[src/rtl/tw_bus_arbiter.sv]
// Two-requester round-robin arbiter in front of a single threewire master,
// with start and completion timeouts so a stuck transfer cannot hang a requester.
//
// state      | meaning
// -----------+---------------------------------------------------------------
// IDLE       | no transfer owned; sample a_valid/b_valid and grant one
// WAIT_START | tw_start issued; waiting for tw_running to rise
// WAIT_DONE  | master running; waiting for tw_running to fall
// DRAIN      | completion timed out; wait for master to go idle before regranting
module tw_bus_arbiter #(
  parameter int ADDR_BITS     = 9,
  parameter int DATA_BITS     = 16,
  parameter int START_TIMEOUT = 8,
  parameter int DONE_TIMEOUT  = 1000,
  parameter int CNT_W         = 16
) (
  input  logic                 in_clk,
  input  logic                 in_rst,
  input  logic                 a_valid,
  input  logic                 a_mode_wr,
  input  logic [ADDR_BITS-1:0] a_addr,
  input  logic [DATA_BITS-1:0] a_wr_data,
  output logic                 a_accept,
  output logic                 a_done,
  output logic                 a_err,
  output logic [DATA_BITS-1:0] a_rd_data,
  input  logic                 b_valid,
  input  logic                 b_mode_wr,
  input  logic [ADDR_BITS-1:0] b_addr,
  input  logic [DATA_BITS-1:0] b_wr_data,
  output logic                 b_accept,
  output logic                 b_done,
  output logic                 b_err,
  output logic [DATA_BITS-1:0] b_rd_data,
  output logic                 tw_start,
  output logic                 tw_mode_wr,
  output logic [ADDR_BITS-1:0] tw_addr,
  output logic [DATA_BITS-1:0] tw_wr_data,
  input  logic [DATA_BITS-1:0] tw_rd_data,
  input  logic                 tw_running,
  output logic                 busy
);

  typedef enum logic [1:0] {IDLE, WAIT_START, WAIT_DONE, DRAIN} state_t;

  localparam logic [CNT_W-1:0] START_LAST = CNT_W'(START_TIMEOUT - 1);
  localparam logic [CNT_W-1:0] DONE_LAST  = CNT_W'(DONE_TIMEOUT - 1);

  state_t           state_q, state_d;
  logic [CNT_W-1:0] cnt_q, cnt_d;
  logic             last_b_q;
  logic             owner_b_q;
  logic             grant_a, grant_b;
  logic             fin, fin_err;
  logic             fin_a, fin_b;
  logic [DATA_BITS-1:0] fin_data;

  always_comb begin
    state_d = state_q;
    cnt_d   = cnt_q;
    grant_a = 1'b0;
    grant_b = 1'b0;
    fin     = 1'b0;
    fin_err = 1'b0;
    case (state_q)
      IDLE: begin
        // on a tie, the requester that did not win last time goes first
        if (a_valid && (!b_valid || last_b_q)) begin
          grant_a = 1'b1;
        end else if (b_valid) begin
          grant_b = 1'b1;
        end
        if (grant_a || grant_b) begin
          state_d = WAIT_START;
          cnt_d   = '0;
        end
      end
      WAIT_START: begin
        if (tw_running) begin
          cnt_d   = '0;
          state_d = WAIT_DONE;
        end else if (cnt_q >= START_LAST) begin
          fin     = 1'b1;
          fin_err = 1'b1;
          state_d = IDLE;
        end else begin
          cnt_d = cnt_q + 1'b1;
        end
      end
      WAIT_DONE: begin
        // a fall on the expiry edge still counts as success
        if (!tw_running) begin
          fin     = 1'b1;
          state_d = IDLE;
        end else if (cnt_q >= DONE_LAST) begin
          fin     = 1'b1;
          fin_err = 1'b1;
          state_d = DRAIN;
        end else begin
          cnt_d = cnt_q + 1'b1;
        end
      end
      DRAIN: begin
        if (!tw_running) begin
          state_d = IDLE;
        end
      end
      default: state_d = IDLE;
    endcase
  end

  assign fin_a    = fin && !owner_b_q;
  assign fin_b    = fin && owner_b_q;
  assign fin_data = (fin_err || tw_mode_wr) ? '0 : tw_rd_data;

  always_ff @(posedge in_clk) begin
    if (!in_rst) begin
      state_q    <= IDLE;
      cnt_q      <= '0;
      last_b_q   <= 1'b1;
      owner_b_q  <= 1'b0;
      tw_start   <= 1'b0;
      tw_mode_wr <= 1'b0;
      tw_addr    <= '0;
      tw_wr_data <= '0;
      a_accept   <= 1'b0;
      a_done     <= 1'b0;
      a_err      <= 1'b0;
      a_rd_data  <= '0;
      b_accept   <= 1'b0;
      b_done     <= 1'b0;
      b_err      <= 1'b0;
      b_rd_data  <= '0;
    end else begin
      state_q  <= state_d;
      cnt_q    <= cnt_d;
      tw_start <= grant_a || grant_b;
      a_accept <= grant_a;
      b_accept <= grant_b;
      a_done   <= fin_a;
      b_done   <= fin_b;
      a_err    <= fin_a && fin_err;
      b_err    <= fin_b && fin_err;
      if (grant_a || grant_b) begin
        last_b_q   <= grant_b;
        owner_b_q  <= grant_b;
        tw_mode_wr <= grant_b ? b_mode_wr : a_mode_wr;
        tw_addr    <= grant_b ? b_addr    : a_addr;
        tw_wr_data <= grant_b ? b_wr_data : a_wr_data;
      end
      if (fin_a) begin
        a_rd_data <= fin_data;
      end
      if (fin_b) begin
        b_rd_data <= fin_data;
      end
    end
  end

  assign busy = (state_q != IDLE);

endmodule

[config.mk]
export PLATFORM = sky130hd
export DESIGN_NAME = tw_bus_arbiter
export DESIGN_NICKNAME = d
export VERILOG_FILES = /design/src/rtl/tw_bus_arbiter.sv
export SDC_FILE = /design/constraint.sdc
export NUM_CORES = 1
export LEC_CHECK = 0
export ABC_AREA = 1
export CAP_MARGIN = 10
export CORE_MARGIN = 2
export CORE_UTILIZATION = 40
export CTS_BUF_LIST = sky130_fd_sc_hd__clkbuf_4 sky130_fd_sc_hd__clkbuf_8
export DETAILED_ROUTE_END_ITERATION = 8
export PLACE_DENSITY = 0.72
export SYNTH_ARGS = -nofsm -noshare
export SYNTH_HDL_FRONTEND = slang
export SYNTH_SLANG_ARGS = --single-unit
[constraint.sdc]
create_clock -name in_clk -period 2.7 [get_ports in_clk]
set_input_delay 0.27 -clock in_clk [delete_from_list [all_inputs] [get_ports in_clk]]
set_output_delay 0.27 -clock in_clk [all_outputs]
set_load 0.02 [all_outputs]
* Yosys cells after proc, flatten, opt, wreduce, memory -nomap -nowiden
Cells that the tools add are included.
** Storage, ports and cells
- Memories :: 0
- ROM bits :: 0
- Input port bits :: 73
- RAM bits :: 0
- Register bits :: 85
- Output and inout bits :: 66
- Latch bits :: 0
- Logic and storage cells :: 76
** Cells by class
- Multipliers :: 0
- Order comparisons :: 2
- Bitwise logic cells :: 0
- Muxes and demuxes :: 31
- Reduce and logical (&&, ||, !) cells :: 16
- Eq/ne operators :: 10
- Divide/modulo/power cells :: 0
- Add/subtract/negate cells :: 1
- Shifts and indexed selects :: 0
** Operators with widths (count)
- two-way mux 16 bit :: 7
- case mux 16 bit (3 select lines) :: 1
- adder 16 x 1 -> 16 bit, second input constant :: 1
- greater-or-equal comparator 16 x 10 -> 1 bit, second input constant :: 1
- greater-or-equal comparator 16 x 3 -> 1 bit, second input constant :: 1
- two-way mux 1 bit :: 13
- two-way mux 2 bit :: 6
- two-way mux 9 bit :: 1
- inequality test 3 bit, second input constant :: 3
- inequality test 2 bit, second input constant :: 4
- case mux 2 bit (4 select lines) :: 1
- logical AND 1 bit :: 5
- AND reduction 5 bit :: 1
- equality test 2 bit, second input constant :: 2
- logical OR 1 bit :: 4
- case mux 1 bit (2 select lines) :: 2
- AND reduction 4 bit :: 1
- nonzero test 3 bit :: 1
- equality test 2 x 1 -> 1 bit, second input constant :: 1
- logical NOT 1 bit :: 2
- logical NOT 2 bit :: 1
- nonzero test 2 bit :: 1

* Longest topological paths before layout
- Depth after elaboration :: 8
- Depth in mapped cells :: 13

* Least setup slack after synthesis
No wires, ideal clock.
- Path type :: reg-to-reg
- Start :: register state_q[0]
- End :: register tw_mode_wr
- Buffers on the path :: 1
- Clock period less this slack :: 1.675 ns
- Path slack :: 1.025 ns
- Stages on the path, launching flop included :: 11
- Arrival time :: 1.543 ns
- Required time :: 2.567 ns
- Cells stage by stage :: dfxtp_1 -> inv_1 -> ha_1 -> inv_1 -> nor2_2 -> inv_1 -> nand2_1 -> inv_2 -> buf_2 -> nand2_1 -> a31oi_1
** On the way
- Longest elaborated chain between the ends :: 3
- Elaborated cells on any way between the ends :: 5
- Classes of those cells :: 3 x mux; 2 x reduce/logical
** Ends and longest elaborated chain
- start: declaration :: line 49 : state_t state_q, state_d;
- start signal: assignment :: line 135 : state_q <= state_d;
- logical NOT 2 bit (*) :: line 65 : case (state_q)
- two-way mux 1 bit :: line 65
- two-way mux 1 bit / logical OR 1 bit (equally long branches) :: line 147, 144
- end signal: assignment :: line 147 : tw_mode_wr <= grant_b ? b_mode_wr : a_mode_wr;
- end: declaration :: line 36 : output logic tw_mode_wr,
Mark *: on every way between the ends. The rest lies on a longest branch, timed or not.
A chain may end at the register's enable or synchronous reset.

* Final worst setup path
- Start :: register state_q[0]
- End :: output port busy
** On the way
- Longest elaborated chain between the ends :: 1
** Ends and longest elaborated chain
- nonzero test 2 bit :: line 160 : assign busy = (state_q != IDLE);
- end: declaration :: line 41 : output logic busy
Every way passes these cells.

==> summary.md <==
| Metric | Value |
|---|---|
| #FFs+latches synth | 85 |
| End of the worst register-to-register path | tw_wr_data[10] |
| Fin area | 5580 um^2 |
| Met2 Use GR | 0.312 |
| Placed Area | 5380 um^2 |
| R2R Setup Slk | 500 ps |
| Largest area contributor in the netlist | dfxtp_1 |
| Port buffer count | 138 |
| Initial core utilization | 0.408 |
| Worst Hold Class | reg2reg |
| Post-CTS Hold Buffers | 0 |
| Fin worst setup slack | 501 ps |
| Worst-path cell chain | inv_1 > ha_1 > inv_1 > clkdlybuf4s50_1 |
| Fin Setup TNS | 0 ps |
| Adder and majority gate portion of the synthesized area | 0.0191 |
| R2R cell count | 9 |
| Ant. Diodes | 0 |
| Synth unique cells | 30 |
| Num CTS Buffers | 9 |
| Crit-path max cell delay | 620 ps |
| TritonCTS clock tree | done |
| RSZ-0062 raised after global routing | false |
| Vias in the first global route | 3680 |
| Final Util | 0.579 |
| M1 GR Usage | 0.252 |
| Mapped Area | 3930 um^2 |
| Area contributors post-synth | dfxtp_1 43%, nand2_1 18%, nor2_1 9.2% |
| CTS H-Tree Depth | 3 |
| Buf/Inv on CP | 3 |
| IO Pins | 139 |
| Gpl congestion | 0.832 |
| Worst r2r src | state_q[0] |
| Synth Instances | 589 |
| CP Data Required Time | 2430 ps |
| Clock Sinks | 85 |
| GR Util met3 | 0.0624 |
| Clock-pin slew on the worst setup and hold paths | 80 ps |
| Latest clock arrival within the worst-skew pair | 360 ps |
| CTS max path bufs | 2 |
| Synth Area in Compound Gates | 0.0748 |
| Post-CTS Resized | 0 |
| PwrDens | 725 nW/um^2 |
| Outcome | completed |
| Routed Antenna Nets | 0 |
| Initial detailed-routing violation count | 125 |
| Detailed Place HPWL | 7670 um |
| Actual slew at the worst max-slew pin | 598 ps |
| Post-Synth Simple-Gate Area | 0.362 |
| DRC | 0 |
| Drt wl/cell | 12.1 um |
| First-pass GRT wire length | 16500 um |
| Top delay family on crit path | buffers and inverters |
| Final setup viols | 0 |
| Leak | 2.39 nW |
| Placed insts | 839 |
| Crit share post-route | 0.814 |
| Main synth FF type | dfxtp_1 |
| Synth top area share | 0.433 |
| Hold Slack | 447 ps |
| Initial antenna violation count | 0 |
| Top Usage Layer GRT | met2 |
| Largest net degree at the start of global routing | 39 |
| Gr ovfl total | 0 |
| CP dominant cell by count | inv_1 |
| WS Path Type | reg2out |
| CORE AREA | 9640 um^2 |
| WHS Endpoint | cnt_q[10] |
| Pwr Total | 4.05 mW |
| Die X | 103 um |
| Die height | 103 um |
| Peak supply drop | 0.000538 V |
| Final hold violations | 0 |
| Syn-to-layout area delta | 41.9% |
| Die outline area | 10600 um^2 |
| Max cap viols | 0 |
| Setup Fix Bufs, Post-CTS | 0 |
| Part of the Yosys area used for sequential elements | 0.433 |
| Slowest cell on crit path | clkdlybuf4s50_1 |
| Skew final | 16.3 ps |
| Ys async rst share | 0 |
| Final min period | 2200 ps |
| Critical Path Sink Type | output port |
| Vias post-DR | 3965 |
| Max transition margin | 0.599 |
| Post-synthesis mux area share | 0 |
| Ys Warns | 0 |
| Crit-path max FO | 5 |
| XOR/XNOR Fraction of Synth Area | 0 |
| F_max | 455 MHz |
| Net Count, Synth | 668 |
| FILL cells | 911 |
| Largest family of logic cells by synthesized area | simple AND/OR/NAND/NOR gates |
| Vias/cell | 4.64 |
| Post-synth EDFFs | 0 |
| Average cell area after synthesis | 6.68 um^2 |
| Fin cells | 854 |
| Worst hold path stage count | 2 |
| Arr. time, crit path | 1930 ps |
| Count leader, synth | nand2_1 |
| Commonest cells post-synth | 189 x nand2_1, 96 x nor2_1, 85 x dfxtp_1 |
| Drt first pass iters | 4 |
| Gr usage total | 0.196 |
| Hold Path Origin | cnt_q[10] |
| Pins Over Slew Limit | 0 |
| WL final | 10300 um |
| Clk root buf | clkbuf_8 |
| Layout cells sized above 1 | 0.0596 |
| Dpl ws | 184 ps |
| Cell row count | 36 |
| Final #Nets | 796 |
| Worst Setup Start Kind | flop |
==> registers in the layout, summed over array words and instances (netlist names), 2 cells and up <==
signal	cells
a_rd_data	16
cnt_q	16
state_q	2
tw_wr_data	16
tw_addr	9
b_rd_data	16
==> logic make-up after synthesis <==
family | count (synthesis)
buffers and inverters | 105
AND/OR/NAND/NOR | 343
flip-flops | 85
AO/OA/AOI/OAI | 50
adder cells (fa/ha/maj) | 6
==> final cells by class <==
type / count / area (um^2) / share of cell area
Tap cell: 133 / 166 / 0.0298
Clock buffer: 9 / 124 / 0.0222
Inverter: 81 / 304 / 0.0545
Timing Repair Buffer: 141 / 1420 / 0.254
Sequential cell: 85 / 1700 / 0.305
Multi-Input combinational cell: 399 / 1800 / 0.322
Clock inverter: 6 / 71.3 / 0.0128
==> worst max path at each step <==
stage          startpoint  cells past startpoint              to  slack, ps
6_report       state_q[0]                      4            busy        500
2_1_floorplan  state_q[0]                     10      tw_mode_wr       1020
5_1_grt          cnt_q[0]                     11   a_rd_data[11]        290
3_5_place_dp      b_valid                      9      tw_addr[8]        180
4_1_cts        state_q[0]                      9  tw_wr_data[10]        200
3_3_place_gp      b_valid                      9   tw_wr_data[9]        260
==> layer usage <==
layer	routed length, um	vias up
met2	4680	123
met3	766	15
met1	4700	1771
met5	0	-
met4	158	0
li1	-	2056
==> power by group <==
part	internal [mW]	leakage, nW	switching (mW)
logic	0.619	1.61	0.937
clock network	0.431	0.0923	0.483
registers	1.44	0.691	0.134
total	2.49	2.39	1.55
==> cells in the final DEF (no fill, tap or decap), drive strengths merged <==
master / n
a211oi: 2
a21oi: 14
a31oi: 27
and3: 1
buf: 3
bufinv: 1
clkbuf: 9
clkdlybuf4s50: 138
clkinv: 2
clkinvlp: 2
dfxtp: 85
ha: 6
inv: 82
nand2: 194
nand3: 21
nand3b: 1
nand4: 5
nor2: 108
nor2b: 4
nor3: 8
nor4: 1
o21a: 1
o21ai: 5
o21bai: 1
==> tightest hold or removal path: stages, from the launching register on <==
cell and delay [ps]:
dfxtp_1 320, nand2_1 60, nor2_1 30
No activity file was read; power rests on OpenSTA's default activity.
